$ cat src/rtl/game_timer.sv
// Game countdown/countup timer: prescaled one-second ticks stepping three BCD
// digits directly, with pause/resume, restart, warning window and finish flags.
module game_timer #(
    parameter int CLK_HZ     = 100_000_000,
    parameter int DURATION   = 60,
    parameter int COUNT_DOWN = 1,
    parameter int WARN_SECS  = 10
) (
    input  logic       Clk,
    input  logic       Rst,
    input  logic       start,
    input  logic       pause,
    output logic [3:0] Hundreds,
    output logic [3:0] Tens,
    output logic [3:0] Ones,
    output logic       running,
    output logic       paused,
    output logic       Finish,
    output logic       finish_pulse,
    output logic       sec_tick,
    output logic       warn
);

    localparam int PW = $clog2(CLK_HZ);
    localparam int RW = $clog2(DURATION + 1);

    localparam logic [PW-1:0] PRE_MAX  = PW'(CLK_HZ - 1);
    localparam logic [RW-1:0] REM_INIT = RW'(DURATION);
    localparam logic [RW-1:0] WARN_LIM = RW'(WARN_SECS);

    localparam logic [3:0] LOAD_H = (COUNT_DOWN != 0) ? 4'(DURATION / 100)       : 4'd0;
    localparam logic [3:0] LOAD_T = (COUNT_DOWN != 0) ? 4'((DURATION / 10) % 10) : 4'd0;
    localparam logic [3:0] LOAD_O = (COUNT_DOWN != 0) ? 4'(DURATION % 10)        : 4'd0;

    typedef enum logic [1:0] {IDLE, RUN, PAUSED, DONE} state_t;

    state_t        state;
    logic [PW-1:0] presc;
    logic [RW-1:0] rem;
    logic          tick;
    logic [3:0]    step_h, step_t, step_o;

    assign tick     = (state == RUN) && (presc == PRE_MAX);
    assign sec_tick = tick;
    assign warn     = ((state == RUN) || (state == PAUSED)) && (rem <= WARN_LIM);

    // One BCD step of the displayed value; only applied while rem > 0, so the
    // down count never borrows past 000 and the up count never passes 999.
    always_comb begin
        step_h = Hundreds;
        step_t = Tens;
        step_o = Ones;
        if (COUNT_DOWN != 0) begin
            if (Ones != 4'd0) begin
                step_o = Ones - 4'd1;
            end else begin
                step_o = 4'd9;
                if (Tens != 4'd0) begin
                    step_t = Tens - 4'd1;
                end else begin
                    step_t = 4'd9;
                    step_h = Hundreds - 4'd1;
                end
            end
        end else begin
            if (Ones != 4'd9) begin
                step_o = Ones + 4'd1;
            end else begin
                step_o = 4'd0;
                if (Tens != 4'd9) begin
                    step_t = Tens + 4'd1;
                end else begin
                    step_t = 4'd0;
                    step_h = Hundreds + 4'd1;
                end
            end
        end
    end

    always_ff @(posedge Clk) begin
        if (!Rst) begin
            state        <= IDLE;
            presc        <= '0;
            rem          <= REM_INIT;
            Hundreds     <= LOAD_H;
            Tens         <= LOAD_T;
            Ones         <= LOAD_O;
            running      <= 1'b0;
            paused       <= 1'b0;
            Finish       <= 1'b0;
            finish_pulse <= 1'b0;
        end else begin
            finish_pulse <= 1'b0;
            if (start) begin
                // start outranks everything, including a same-cycle tick
                state    <= RUN;
                presc    <= '0;
                rem      <= REM_INIT;
                Hundreds <= LOAD_H;
                Tens     <= LOAD_T;
                Ones     <= LOAD_O;
                running  <= 1'b1;
                paused   <= 1'b0;
                Finish   <= 1'b0;
            end else begin
                case (state)
                    RUN: begin
                        if (tick) begin
                            presc    <= '0;
                            rem      <= rem - 1'b1;
                            Hundreds <= step_h;
                            Tens     <= step_t;
                            Ones     <= step_o;
                        end else begin
                            presc <= presc + 1'b1;
                        end
                        // reaching zero beats a same-cycle pause
                        if (tick && (rem == RW'(1))) begin
                            state        <= DONE;
                            running      <= 1'b0;
                            Finish       <= 1'b1;
                            finish_pulse <= 1'b1;
                        end else if (pause) begin
                            state   <= PAUSED;
                            running <= 1'b0;
                            paused  <= 1'b1;
                        end
                    end
                    PAUSED: begin
                        if (pause) begin
                            state   <= RUN;
                            running <= 1'b1;
                            paused  <= 1'b0;
                        end
                    end
                    default: ;
                endcase
            end
        end
    end

endmodule

$ cat config.mk
export PLATFORM = sky130hd
export DESIGN_NAME = game_timer
export DESIGN_NICKNAME = d
export VERILOG_FILES = /design/src/rtl/game_timer.sv
export SDC_FILE = /design/constraint.sdc
export NUM_CORES = 1
export LEC_CHECK = 0
export ABC_CLOCK_PERIOD_IN_PS = 1800
export CORE_ASPECT_RATIO = 1.4
export CORE_MARGIN = 2
export CORE_UTILIZATION = 52
export CTS_CLUSTER_DIAMETER = 150
export DETAILED_ROUTE_END_ITERATION = 12
export PLACE_DENSITY = 0.73
export SETUP_SLACK_MARGIN = 0.05
export SLEW_MARGIN = 10
export SYNTH_ARGS = -nofsm -noshare
export SYNTH_HDL_FRONTEND = slang
export SYNTH_SLANG_ARGS = --single-unit
$ cat constraint.sdc
create_clock -name Clk -period 1.8 [get_ports Clk]
set_input_delay 0.18 -clock Clk [delete_from_list [all_inputs] [get_ports Clk]]
set_output_delay 0.18 -clock Clk [all_outputs]
set_load 0.02 [all_outputs]
==> flow_metrics.py <==
metrics = {
    "sta": {
        "hold_violations": 0,
        "slew_headroom": 0.689,
        "min_period_ns": 1.93,
        "period_share": 1.07,
        "fmax_mhz": 518,
        "fin_skew_ns": 0.00986,
        "tns_ns": -1.24,
        "rsz0062_at_grt": "yes",
        "worst_pin_slew_ns": 0.466,
        "fin_ws_ns": -0.130,
        "slew_viol_final": 0,
        "setup_viol": 23,
    },
    "route": {
        "vias_per_cell": 5.91,
        "wl_um": 7550,
        "wire_per_inst_um": 16.1,
        "num_vias": 2772,
        "drt_iter0_drc": 113,
        "drtAntennaViolNets": 0,
        "drc": 0,
        "firstDrtPassIters": 4,
    },
    "floorplan": {
        "die_height_um": 89.1,
        "core_area_um2": 5080,
        "start_util": 0.529,
        "die_w_um": 64.8,
        "io_pins": 22,
        "dieArea_um2": 5770,
        "fp-row-count": 31,
    },
    "power": {
        "worst_ir_drop_vdd_uv": 416,
        "power_frac_clock": 0.337,
        "intPower_mw": 1.54,
        "combPwrFrac": 0.094,
        "fin_total_pwr_mw": 2.01,
        "pwr_density_cell_nw_per_um2": 513,
        "p_leak_nw": 1.40,
        "p_sw_uw": 474,
        "p_seq_frac": 0.568,
        "p_sw_frac": 0.236,
    },
    "synth": {
        "synth_top_cell_by_area": "dfxtp_1",
        "synth_edf_count": 0,
        "synth_seq_area_share": 0.380,
        "ys_seq_elements": 51,
        "synth-simple-area-share": 0.299,
        "syn_nets": 327,
        "yosys.area_share.adder": 0.0326,
        "synth_top_area_share": 0.380,
        "netlist_top_cells_area": "dfxtp_1 38%, a21oi_1 4.7%, or3_1 4.0%",
        "synthFlopType": "dfxtp_1",
        "synth_mux_area_frac": 0.0112,
        "synth_xor_area_frac": 0.0391,
        "synth-async-reset-ratio": 0,
        "syn_inst": 316,
        "synth.cell_area_um2": 2690,
        "ys_warn_count": 0,
        "avgSynthCellArea_um2": 8.50,
        "yosysUniqueCellTypes": 51,
        "synth_compound_area_frac": 0.186,
        "synth_top_family_by_area": "simple AND/OR/NAND/NOR gates",
    },
    "grt": {
        "overflow": 0,
        "grt_pass1_vias": 2730,
        "antenna_found_initial": 0,
        "grt_start_max_net_pins": 20,
        "grt_pass1_wl_um": 12100,
        "track_usage": 0.268,
    },
    "worst_setup_path": {
        "startpoint_type": "flop",
        "worst-path-max-fanout": 4,
        "arrival_ns": 2.13,
        "critical_path_class": "reg2reg",
        "r2r-start": "presc[10]",
        "regToRegEndpoint": "presc[22]",
        "r2r_setup_slack_ns": -0.13,
        "critPathCaptureType": "flop",
        "reg2reg_depth": 5,
        "required_ns": 2.00,
    },
    "clock_tree": {
        "h-tree-depth": 2,
        "cts_tree": "built",
        "cts.sinks": 51,
        "numCtsBuffers": 5,
        "cts.path.max_buffers": 2,
        "clkTransAtPathRegs_ns": 0.09,
        "clkLatencyLatePin_ns": 0.31,
        "clockRootBuffer": "clkbuf_8",
    },
    "cells_and_area": {
        "nFillCells": 353,
        "post-route-util": 0.771,
        "final_nets": 414,
        "final_cell_mix": "65 x buf_4, 37 x dfxtp_1, 22 x a21oi_1, 22 x nor2_1, 19 x clkdlybuf4s50_1",
        "layout_commonest_cell": "buf_4",
        "area_growth_pct": 45.9,
        "layout-drive-gt1-share": 0.355,
        "final_area_um2": 3920,
        "n_antenna_cell": 0,
    },
    "min_path": {
        "min_path_type": "reg2reg",
        "holdPathStages": 2,
        "worstHoldEndpoint": "Finish",
        "min-delay-start": "Finish",
    },
    "placed_design": {
        "dpl_cell_area_um2": 3400,
        "io_buffers": 21,
        "pre_cts_slack_ns": -0.166,
        "gp_congestion": 0.844,
        "hpwl_um": 4920,
    },
    "status": {
        "status": "complete, but fails checks",
        "violations": "negative setup slack",
    },
    "job": {
        "max-cap-violations": 0,
    },
}
[cells by family (layout without fill, tap and decap cells)]
logic type | after synthesis | in the layout
AOI/OAI and AO/OA | 78 | 78
xor gates and xnor gates | 12 | 12
adders and majority gates | 7 | 7
buffers and inverters | 32 | 118
DFF | 51 | 51
muxes | 3 | 3
and+or+nand+nor | 133 | 134
[area by class of cell]
type / count / area, um^2 / share of cell area
clock buffers: 6 / 82.6 / 0.0211
clock inverters: 1 / 5.00 / 0.00128
inverters: 14 / 52.6 / 0.0134
multi-input cells: 234 / 1790 / 0.458
flip-flops and latches: 51 / 1040 / 0.266
well taps: 66 / 82.6 / 0.0211
repair buffers: 97 / 860 / 0.219
[per-stage QoR]
stage	instances	hold WS, ns
detailed placement	446	0.434
global route	469	0.473
finish	469	0.442
floorplan	316	0.309
CTS	462	0.447
global placement	446	0.432
[critical path: stages (launching register included)]
cell and delay, ns:
dfxtp_4 0.39, nand4_1 0.12, buf_4 0.18, or4_2 0.76, o31ai_1 0.27, a21oi_1 0.10
[layer usage]
metal / GRT usage / part of all wire / up-vias
met5: 0 / 0 / -
met1: 0.292 / 0.41 / 1330
met4: 0.159 / 0.027 / 0
li1: - / - / 1365
met3: 0.0441 / 0.033 / 17
met2: 0.488 / 0.53 / 60
[synth_stat cells, types with 6 or more instances]
| library cell | instances |
|---|---|
| dfxtp_1 | 51 |
| a21oi_1 | 25 |
| nor2_1 | 24 |
| o21ai_0 | 17 |
| or3_1 | 17 |
| nand2_1 | 15 |
| inv_1 | 14 |
| nand4_1 | 12 |
| o31ai_1 | 11 |
| clkbuf_1 | 10 |
| nand2b_1 | 9 |
| ha_1 | 7 |
| nand3_1 | 7 |
| nor3_1 | 7 |
| buf_2 | 6 |
| or4_1 | 6 |
| xnor2_1 | 6 |
| xor2_1 | 6 |
[worst max-delay path by stage]
stage | from | to | cells past startpoint
CTS | state[1] | presc[23] | 7
global route | presc[10] | presc[24] | 5
detailed placement | state[1] | presc[20] | 7
global placement | state[1] | presc[24] | 6
floorplan | state[1] | presc[24] | 6
finish | presc[10] | presc[22] | 5
[power by group through the flow]
stage / clock network (mW) / registers, mW / logic (mW)
floorplan: 0 / 1.18 / 0.0831
global placement: 0 / 1.17 / 0.151
detailed placement: 0 / 1.17 / 0.155
CTS: 0.686 / 1.14 / 0.180
global route: 0.728 / 1.14 / 0.204
finish: 0.678 / 1.14 / 0.190
[state kept, by name (all words and copies together), names as in the netlist]
signal / cells
presc: 27
finish_pulse: 1
Hundreds: 4
rem: 6
state: 2
Tens: 4
Ones: 4
Finish: 1
paused: 1
running: 1
[timing repair]
item | in CTS | in global routing
buffers inserted | 6 | 7
gates cloned | 3 | 0
gates resized for setup | 47 | 24
setup endpoints to repair | 29 | 50
pin swaps | 16 | 10
hold buffers | 0 | 0
No activity file was read; power rests on OpenSTA's default activity.
==> RTL edit (config.mk and constraints unchanged) <==
`COUNT_DOWN`: 1 -> 0.
--- a/src/rtl/game_timer.sv
+++ b/src/rtl/game_timer.sv
@@ -4,5 +4,5 @@
     parameter int CLK_HZ     = 100_000_000,
     parameter int DURATION   = 60,
-    parameter int COUNT_DOWN = 1,
+    parameter int COUNT_DOWN = 0,
     parameter int WARN_SECS  = 10
 ) (
Check against the original RTL: not equivalent (Yosys sat finds a counterexample within 4 cycles, from zero or initial values and one cycle with Rst low).
==> RTL edit against the original RTL <==
- the run still ends with setup timing left
- first-iteration DRC count up 72%
- critical endpoint is now running
- cell area grew 12%
- routed wire length up 37%
- largest power group unchanged
- power is 9.4% higher
- setup slack worse by 0.079 ns
- sequential cell count is the same
- clock power is 25% higher
- synthesized area up 2.2%
==> RTL edit: results <==
[place]
dp_hpwl_um = 5460
place_area_um2 = 3598
gp_congestion = 0.9173
dp.cells = 470
portBuffers = 21
place_ws_ns = -0.2158

[global_route]
antenna_found_initial = 0
grt_pass1_wl_um = 14200
grt_pass1_vias = 3077
grt_max_degree = 16
track_usage = 0.3034

[drt]
drtIter0Drc = 194
wl_met2_um = 5662
met1_length_um = 3645
routedWlPerCell_um = 20.59
first_pass_iters = 5
avgViaCountPerCell = 6.343
dr_wl_met3_um = 421

[power]
p_leak_nw = 1.580
peakVddDrop_mv = 0.7145
intPower_mw = 1.682

[timing]
setup_viol = 43
fin_skew_ns = 0.009311
tns_ns = -3.378
worstMarginPinSlew_ns = 0.4991
layout_setup_ws_ns = -0.2090

[setup_path]
cp_max_fo = 5
worstPathArrival_ns = 2.23

[layout]
drive_gt1_frac = 0.4564
layout.nets = 446
n_antenna_cell = 0
final_cells = 502
area_growth_pct = 60.55

[clocking]
root_buffer = clkbuf_8
clkSlewWorstSetupHoldPaths_ns = 0.09

[logic_synthesis]
synth_nets = 338
yosys.area_share.xor_xnor = 0.03827
synth_common_cells = dfxtp_1 (51), a21oi_1 (27), nor2_1 (22)
synthAdderAreaFrac = 0.03189
synthMuxAreaShare = 0.01458
synth_compound_area_frac = 0.1640
synth_cell_types = 49
synthTopCellsByArea = dfxtp_1 (37%), a21oi_1 (4.9%), nand4_1 (3.6%), ha_1 (3.2%), or3_1 (3.2%)
synth.yosys.seq_area_share = 0.3718
avgSynthCellArea_um2 = 8.399

[outcome]
status = complete, but fails checks
violations = setup timing
==> RTL edit: logic make-up (layout without fill, tap and decap cells) <==
logic type                 count (synthesis)  count (layout)
and+or+nand+nor                          146             146
adders and majority gates                  7               7
DFF                                       51              51
AOI/OAI and AO/OA                         72              72
xor gates and xnor gates                  12              12
buffers and inverters                     35             144
muxes                                      4               4
==> RTL edit: timing repair <==
action	4_1_cts	5_1_grt
pin swaps	18	32
gates cloned	2	3
buffers inserted	11	12
gates resized for setup	62	70
setup endpoints to repair	44	53
hold buffers	0	0
==> RTL edit: metal layers <==
layer  vias to the layer above  GRT usage
li1                       1434          -
met1                      1553     0.2998
met2                       140     0.5799
met3                        57    0.05006
met4                         0     0.1528
met5                         -          0
==> RTL edit: power groups by stage <==
stage | clock [mW] | combinational (mW) | sequential, mW
2_1_floorplan | 0 | 0.0857 | 1.17
3_3_place_gp | 0 | 0.139 | 1.17
3_5_place_dp | 0 | 0.140 | 1.17
4_1_cts | 0.850 | 0.200 | 1.14
5_1_grt | 0.907 | 0.217 | 1.15
6_report | 0.846 | 0.207 | 1.15
==> RTL edit: final timing paths <==
check | slack [ns] | cells after the start | start | to
max | -0.21 | 7 | state[1] | running
max reg2reg | -0.21 | 7 | state[1] | running
min | 0.49 | 2 | paused | paused
min reg2reg | 0.49 | 2 | paused | paused
==> RTL edit: critical path, stage by stage (launching register included) <==
cell and delay (ns):
dfxtp_4 0.37, inv_4 0.06, ha_4 0.15, nand4_4 0.09
buf_6 0.15, or4_4 0.44, or4_4 0.44, a211oi_2 0.23
==> RTL edit: cell type report <==
| type | count | share of cell area |
|---|---|---|
| Sequential cell | 51 | 0.2369 |
| Clock inverter | 2 | 0.007946 |
| Tap cell | 66 | 0.01873 |
| Timing Repair Buffer | 122 | 0.2455 |
| Multi-Input combinational cell | 241 | 0.4591 |
| Clock buffer | 6 | 0.01873 |
| Inverter | 14 | 0.01305 |
